==> config.mk <==
export PLATFORM = sky130hd
export DESIGN_NAME = pll_lock_supervisor
export DESIGN_NICKNAME = d
export VERILOG_FILES = /design/src/rtl/pll_lock_supervisor_pkg.sv /design/src/rtl/pll_lock_supervisor_ch.sv /design/src/rtl/pll_lock_supervisor.sv
export SDC_FILE = /design/constraint.sdc
export NUM_CORES = 1
export LEC_CHECK = 0
export CAP_MARGIN = 20
export CORE_AREA = 2 2 91 93
export DETAILED_ROUTE_END_ITERATION = 8
export DIE_AREA = 0 0 93 95
export GPL_TIMING_DRIVEN = 0
export PLACE_DENSITY_LB_ADDON = 0.2
export SYNTH_ARGS = -nofsm -noshare
export SYNTH_HDL_FRONTEND = slang
export SYNTH_HIERARCHICAL = 1
export SYNTH_SLANG_ARGS = --single-unit
==> constraint.sdc <==
create_clock -name CLK -period 4.2 [get_ports CLK]
set_input_delay 0.84 -clock CLK [delete_from_list [all_inputs] [get_ports CLK]]
set_output_delay 0.84 -clock CLK [all_outputs]
set_load 0.01 [all_outputs]
==> src/rtl/pll_lock_supervisor_pkg.sv <==
// Shared types and helpers for the PLL lock supervisor.
package pll_lock_supervisor_pkg;

  // Per-channel sequencer states.
  typedef enum logic [2:0] {
    StPwrdwn   = 3'd0,
    StReset    = 3'd1,
    StWaitLock = 3'd2,
    StStable   = 3'd3,
    StLocked   = 3'd4,
    StFail     = 3'd5
  } ch_state_e;

  // Bits needed to count 0..value-1; never less than one bit.
  function automatic int unsigned clog2(input int unsigned value);
    int unsigned bits;
    bits = 1;
    for (int unsigned i = 1; i < 32; i++) begin
      if ((64'd1 << i) < 64'(value)) bits = i + 1;
    end
    return bits;
  endfunction

  function automatic int unsigned max3(input int unsigned a, input int unsigned b,
                                       input int unsigned c);
    int unsigned m;
    m = a;
    if (b > m) m = b;
    if (c > m) m = c;
    return m;
  endfunction

endpackage

==> src/rtl/pll_lock_supervisor_ch.sv <==
// One supervised PLL: LOCKED synchroniser, bring-up sequencer, retry and lock-loss counters.
module pll_lock_supervisor_ch
  import pll_lock_supervisor_pkg::*;
#(
  parameter int unsigned RST_CYCLES    = 4,
  parameter int unsigned LOCK_TIMEOUT  = 65536,
  parameter int unsigned MAX_RETRIES   = 3,
  parameter int unsigned STABLE_CYCLES = 1024,
  parameter int unsigned SYNC_STAGES   = 2,
  parameter int unsigned CNT_W         = 4
) (
  input  logic             clk_i,
  input  logic             rst_ni,
  input  logic             locked_i,
  input  logic             pwrdwn_i,
  input  logic             restart_i,
  output logic             pll_rst_o,
  output logic             pll_pwrdwn_o,
  output logic             ready_o,
  output logic             fail_o,
  output logic [CNT_W-1:0] loss_cnt_o
);

  localparam int unsigned TimerW = clog2(max3(LOCK_TIMEOUT, STABLE_CYCLES, RST_CYCLES));
  localparam int unsigned RetryW = clog2(MAX_RETRIES + 1);

  localparam logic [TimerW-1:0] RstLast    = TimerW'(RST_CYCLES - 1);
  localparam logic [TimerW-1:0] LockLast   = TimerW'(LOCK_TIMEOUT - 1);
  localparam logic [TimerW-1:0] StableLast = TimerW'(STABLE_CYCLES - 1);
  localparam logic [RetryW-1:0] RetryMax   = RetryW'(MAX_RETRIES);
  localparam logic [CNT_W-1:0]  LossMax    = '1;

  logic [SYNC_STAGES-1:0] sync_q;
  logic                   locked_s;

  ch_state_e         state_q, state_d;
  logic [TimerW-1:0] timer_q, timer_d;
  logic [RetryW-1:0] retry_q, retry_d;
  logic [CNT_W-1:0]  loss_q, loss_d;

  assign locked_s = sync_q[SYNC_STAGES-1];

  // LOCKED is asynchronous to clk_i; shift it through a plain flop chain.
  always_ff @(posedge clk_i) begin
    if (!rst_ni) begin
      sync_q <= '0;
    end else begin
      sync_q <= {sync_q[SYNC_STAGES-2:0], locked_i};
    end
  end

  // Next-state: power-down beats restart, restart beats the sequencer.
  always_comb begin
    state_d = state_q;
    timer_d = timer_q;
    retry_d = retry_q;
    loss_d  = loss_q;

    if (pwrdwn_i) begin
      state_d = StPwrdwn;
      timer_d = '0;
      retry_d = '0;
    end else if (restart_i && (state_q != StPwrdwn)) begin
      state_d = StReset;
      timer_d = '0;
      retry_d = '0;
    end else begin
      unique case (state_q)
        StPwrdwn: begin
          state_d = StReset;
          timer_d = '0;
          retry_d = '0;
        end
        StReset: begin
          if (timer_q == RstLast) begin
            state_d = StWaitLock;
            timer_d = '0;
          end else begin
            timer_d = timer_q + 1'b1;
          end
        end
        StWaitLock: begin
          if (locked_s) begin
            state_d = StStable;
            timer_d = '0;
          end else if (timer_q == LockLast) begin
            timer_d = '0;
            if (retry_q < RetryMax) begin
              retry_d = retry_q + 1'b1;
              state_d = StReset;
            end else begin
              state_d = StFail;
            end
          end else begin
            timer_d = timer_q + 1'b1;
          end
        end
        StStable: begin
          // A single low sample restarts qualification without burning a retry.
          if (!locked_s) begin
            state_d = StWaitLock;
            timer_d = '0;
          end else if (timer_q == StableLast) begin
            state_d = StLocked;
            timer_d = '0;
            retry_d = '0;
          end else begin
            timer_d = timer_q + 1'b1;
          end
        end
        StLocked: begin
          if (!locked_s) begin
            state_d = StReset;
            timer_d = '0;
            if (loss_q != LossMax) loss_d = loss_q + 1'b1;
          end
        end
        StFail: begin
          state_d = StFail;
        end
        default: begin
          state_d = StReset;
          timer_d = '0;
          retry_d = '0;
        end
      endcase
    end
  end

  // Sequencer registers with synchronous active-low reset.
  always_ff @(posedge clk_i) begin
    if (!rst_ni) begin
      state_q <= StReset;
      timer_q <= '0;
      retry_q <= '0;
      loss_q  <= '0;
    end else begin
      state_q <= state_d;
      timer_q <= timer_d;
      retry_q <= retry_d;
      loss_q  <= loss_d;
    end
  end

  // Moore outputs decoded from the state register only.
  always_comb begin
    pll_rst_o    = (state_q == StPwrdwn) || (state_q == StReset) || (state_q == StFail);
    pll_pwrdwn_o = (state_q == StPwrdwn);
    ready_o      = (state_q == StLocked);
    fail_o       = (state_q == StFail);
    loss_cnt_o   = loss_q;
  end

endmodule

==> src/rtl/pll_lock_supervisor.sv <==
// Bring-up and lock supervisor for NUM_CH independent PLLs.
module pll_lock_supervisor
  import pll_lock_supervisor_pkg::*;
#(
  parameter int unsigned NUM_CH        = 2,
  parameter int unsigned RST_CYCLES    = 4,
  parameter int unsigned LOCK_TIMEOUT  = 65536,
  parameter int unsigned MAX_RETRIES   = 3,
  parameter int unsigned STABLE_CYCLES = 1024,
  parameter int unsigned SYNC_STAGES   = 2,
  parameter int unsigned CNT_W         = 4
) (
  input  logic                    CLK,
  input  logic                    RST,
  input  logic [NUM_CH-1:0]       I_LOCKED,
  input  logic [NUM_CH-1:0]       I_PWRDWN,
  input  logic [NUM_CH-1:0]       I_RESTART,
  output logic [NUM_CH-1:0]       O_PLL_RST,
  output logic [NUM_CH-1:0]       O_PLL_PWRDWN,
  output logic [NUM_CH-1:0]       O_READY,
  output logic [NUM_CH-1:0]       O_FAIL,
  output logic                    O_ALL_READY,
  output logic [NUM_CH*CNT_W-1:0] O_LOSS_CNT
);

  // One fully independent sequencer per PLL.
  for (genvar i = 0; i < NUM_CH; i++) begin : g_ch
    pll_lock_supervisor_ch #(
      .RST_CYCLES   (RST_CYCLES),
      .LOCK_TIMEOUT (LOCK_TIMEOUT),
      .MAX_RETRIES  (MAX_RETRIES),
      .STABLE_CYCLES(STABLE_CYCLES),
      .SYNC_STAGES  (SYNC_STAGES),
      .CNT_W        (CNT_W)
    ) u_ch (
      .clk_i       (CLK),
      .rst_ni      (RST),
      .locked_i    (I_LOCKED[i]),
      .pwrdwn_i    (I_PWRDWN[i]),
      .restart_i   (I_RESTART[i]),
      .pll_rst_o   (O_PLL_RST[i]),
      .pll_pwrdwn_o(O_PLL_PWRDWN[i]),
      .ready_o     (O_READY[i]),
      .fail_o      (O_FAIL[i]),
      .loss_cnt_o  (O_LOSS_CNT[i*CNT_W +: CNT_W])
    );
  end

  // Aggregate readiness, derived from registered per-channel state.
  always_comb begin
    O_ALL_READY = &O_READY;
  end

endmodule

==> metrics.csv <==
stage,metric,value,unit
outcome,status,finished clean,
clocking,numCtsBuffers,5,
global_routing,grt_antenna_before_repair,0,
sta,finalSetupViolCount,0,
yosys,synth-seq-area-share,0.3540,
sta,slew_viol_final,0,
global_routing,grt_remaining_overflow,0,
clocking,clk_transition_reported_paths,100,ps
yosys,total_of_warnings_raised_by_yosys,6,
sta,finalHoldViolCount,0,
clocking,cts_hold_repair.buffers,0,
worst_setup_path,r2r_slack,1560,ps
worst_setup_path,rr_endpoint,g_ch[1].u_ch/timer_q[3],
sta,worst_clock_skew,11.06,ps
clocking,h_tree_depth_reported_by_cts,2,
pwr,vdd_ir_drop_max,0.1568,mV
worst_setup_path,classification_of_the_worst_setup_path,reg2out,
layout,finalCoreUtilization,0.4437,
drt,ant_nets,0,
worst_setup_path,worstPathMaxFanout,10,
floorplanning,core-area,7928,sq um
pwr,clkPwrFrac,0.341,
layout,nFillCells,848,
yosys,syn_avg_cell_area,8.628,sq um
worst_setup_path,end_kind,output pin,
min_path,hold_path_depth,1,
floorplanning,die_area,8835,sq um
clocking,post-cts-setup-buffers,0,
drt,drc,0,
global_routing,grt_usage,0.1576,
layout,final_nets,399,
drt,via_per_inst,5.257,
sta,final.period_utilization,0.7147,
placed_design,gp_congestion,0.8198,
yosys,number_of_synthesized_register_bits,54,
worst_setup_path,critical_path.cell_chain,clkbuf_1 > nor3b_1 > and2_1 > clkdlybuf4s50_1,
sta,fin_crit,3002,ps
pwr,power_leakage,1.138,nW
worst_setup_path,start_kind,flip-flop,
pwr,netsw,0.2120,mW
yosys,postSynthNetCount,368,
worst_setup_path,critPathRequiredTime,3360,ps
worst_setup_path,crit_slowest_cell,sky130_fd_sc_hd__nor3b_1,
yosys,postSynth.topFlopCell,sky130_fd_sc_hd__dfxtp_1,
placed_design,detailedPlacementHpwl,4.780,mm
pwr,cellInternalPower,0.6793,mW
min_path,hold_path_startpoint,g_ch[1].u_ch/sync_q[0],
min_path,min_delay_worst_endpoint,g_ch[1].u_ch/sync_q[1],
floorplanning,core.rowCount,33,
drt,routed_wire_length_per_instance,13.27,um
yosys,synth_edf_count,0,
worst_setup_path,rr_startpoint,g_ch[1].u_ch/timer_q[0],
clocking,worst_skew_pair.late_latency,310,ps
sta,slew_headroom,0.3893,
drt,routed_wirelength,6.516,mm
pwr,share_seq_of_total_power,0.584,
layout,antenna-diode-count,0,
clocking,post_cts.resized_instances,0,
global_routing,grt_max_degree,17,
floorplanning,die_height,95,um
yosys,synth.cell_area,3054,sq um
clocking,clock_sink_count,54,
global_routing,wire_length_of_the_first_global_routing_pass,11.39,mm
pwr,netSwitchingFraction,0.2378,
drt,via_count,2581,
worst_setup_path,critPathMaxStageDelay,570,ps
sta,totalNegativeSetupSlack,0,ps
floorplanning,design.portCount,25,
pwr,cellPowerDensity,253.4,nW/um^2
min_path,hold_path_class,reg2reg,
yosys,synthesis.instances,354,
sta,achievable-frequency,0.3331,GHz
sta,worst_slew_pin_slew,913.3,ps
placed_design,placement.io_buffers,24,
job,max_cap_violations,0,
drt,drt_first_pass_iters,4,
floorplanning,die_x,93,um
sta,rsz_0062_raised_after_global_routing,false,
drt,starting_drt_drc_count,73,
clocking,root_buffer,sky130_fd_sc_hd__clkbuf_8,
layout,area_grow_syn2layout,15.16,%
clocking,cts_tree,built,
clocking,cts.path.max_buffers,2,
sta,whs,434.8,ps
layout,layout-drive-gt1-share,0.09585,
worst_setup_path,ff2ff_path_depth,7,
yosys,synth_cell_type_count,60,
floorplanning,start_util,0.3853,
yosys,proportion_of_synthesized_flip_flops_having_asynchronous_set_or_reset,0,
worst_setup_path,timing.critical_path.arrival,2160,ps
global_routing,first_global_vias,2450,
pwr,combPwrFrac,0.075,
[worst max-delay path by stage]
stage | start | end | slack, ps | cells past startpoint
floorplan | g_ch[0].u_ch/timer_q[0] | g_ch[0].u_ch/timer_q[0] | 1960 | 7
global placement | RST | g_ch[1].u_ch/timer_q[0] | 1350 | 5
detailed placement | RST | g_ch[1].u_ch/timer_q[13] | 1310 | 5
CTS | g_ch[0].u_ch/state_q[0] | O_ALL_READY | 1160 | 4
global route | g_ch[0].u_ch/state_q[1] | O_ALL_READY | 930 | 4
finish | g_ch[0].u_ch/state_q[0] | O_ALL_READY | 1200 | 4
[final cells by class]
class	instances	area, sq um	area share
buffer	15	76.32	0.02170
clock buffer	7	86.33	0.02455
clock inverter	1	5.005	0.001423
inverter	8	30.03	0.008538
multi-input combinational	277	1867	0.5308
sequential	54	1081	0.3074
tap	105	131.4	0.03735
timing repair buffer	24	240.2	0.06830
[routing by layer]
layer / global-route usage / up-vias / wire (um)
met3: 0.02634 / 6 / 128
met2: 0.2536 / 21 / 2990
met1: 0.2178 / 1211 / 3329
met4: 0.04657 / 0 / 68
met5: 0 / - / 0
li1: - / 1343 / -
[stage by stage]
step                      setup slack (ps)  power (mW)  cells  area [sq um]
after floorplan                       1955      0.5772    354          3054
final                                 1198      0.8912    491          3517
after CTS                             1162      0.9071    491          3517
after detailed placement              1309      0.5996    483          3426
after global routing                 933.6      0.9381    491          3517
after global placement                1346      0.6002    483          3426
[cells in the mapped netlist (3+ instances only)]
master	n	area (sq um)
sky130_fd_sc_hd__a211oi_1	15	112.6
sky130_fd_sc_hd__a21oi_1	13	65.06
sky130_fd_sc_hd__a31oi_1	3	18.77
sky130_fd_sc_hd__and2_1	15	93.84
sky130_fd_sc_hd__clkbuf_1	12	45.04
sky130_fd_sc_hd__dfxtp_1	54	1081
sky130_fd_sc_hd__ha_1	6	75.07
sky130_fd_sc_hd__inv_1	8	30.03
sky130_fd_sc_hd__mux2i_1	5	50.05
sky130_fd_sc_hd__nand2_1	27	101.4
sky130_fd_sc_hd__nand2b_1	8	50.05
sky130_fd_sc_hd__nand3_1	9	45.04
sky130_fd_sc_hd__nand4_1	20	125.1
sky130_fd_sc_hd__nor2_1	29	108.9
sky130_fd_sc_hd__nor2_2	10	62.56
sky130_fd_sc_hd__nor2b_1	4	25.02
sky130_fd_sc_hd__nor3_1	8	40.04
sky130_fd_sc_hd__nor4_1	5	31.28
sky130_fd_sc_hd__o21ai_0	10	50.05
sky130_fd_sc_hd__or2_2	3	18.77
sky130_fd_sc_hd__or3_1	5	31.28
sky130_fd_sc_hd__or4_1	5	37.54
sky130_fd_sc_hd__xnor2_1	19	166.4
sky130_fd_sc_hd__xor2_1	17	148.9
[worst max-delay path, delay by kind of cell (launching register included)]
kind / cells / cell delay [ps]
AND/OR/NAND/NOR: 2 / 780
buffers and inverters: 2 / 740
flip-flops: 1 / 330
[cell usage in the layout (no fill, tap or decap), types with 3 or more instances in the layout]
cell type and count:
sky130_fd_sc_hd__or4_1 5, sky130_fd_sc_hd__ha_1 6, sky130_fd_sc_hd__nor4_1 5, sky130_fd_sc_hd__mux2i_1 5
sky130_fd_sc_hd__nand4_1 20, sky130_fd_sc_hd__o21ai_0 10, sky130_fd_sc_hd__a21oi_1 13, sky130_fd_sc_hd__clkdlybuf4s50_1 24
sky130_fd_sc_hd__xor2_1 17, sky130_fd_sc_hd__nor2_2 10, sky130_fd_sc_hd__or3_1 5, sky130_fd_sc_hd__clkbuf_8 6
sky130_fd_sc_hd__nor3_1 8, sky130_fd_sc_hd__nor2b_1 4, sky130_fd_sc_hd__dfxtp_1 54, sky130_fd_sc_hd__clkbuf_1 13
sky130_fd_sc_hd__nand2_1 27, sky130_fd_sc_hd__inv_1 8, sky130_fd_sc_hd__xnor2_1 19, sky130_fd_sc_hd__nand3_1 9
sky130_fd_sc_hd__or2_2 3, sky130_fd_sc_hd__a211oi_1 15, sky130_fd_sc_hd__a31oi_1 3, sky130_fd_sc_hd__nor2_1 29
sky130_fd_sc_hd__nand2b_1 8, sky130_fd_sc_hd__and2_1 15
[flip-flops by register name (all words and copies together) (netlist names)]
| signal | flops |
|---|---|
| g_ch.u_ch/loss_cnt_o | 8 |
| g_ch.u_ch/retry_q | 4 |
| g_ch.u_ch/sync_q | 4 |
| g_ch.u_ch/state_q | 6 |
| g_ch.u_ch/timer_q | 32 |
[cells by family after synthesis]
kind of cell / Yosys count / share of synthesized area
multiplexers: 5 / 0.01639
buffers and inverters: 23 / 0.03482
flip-flops: 54 / 0.3540
AND/OR/NAND/NOR: 162 / 0.2986
AO/OA/AOI/OAI: 68 / 0.1684
adder cells (fa/ha/maj): 6 / 0.02458
XOR/XNOR: 36 / 0.1032
[power by group through the flow]
stage	Combinational, mW	Clock [mW]	Sequential (mW)
6_report	0.0672	0.304	0.520
5_1_grt	0.0745	0.342	0.521
2_1_floorplan	0.0461	0	0.531
3_5_place_dp	0.0675	0	0.532
3_3_place_gp	0.0682	0	0.532
4_1_cts	0.0680	0.319	0.520
Note: power is estimated with default switching activity, not from simulation.
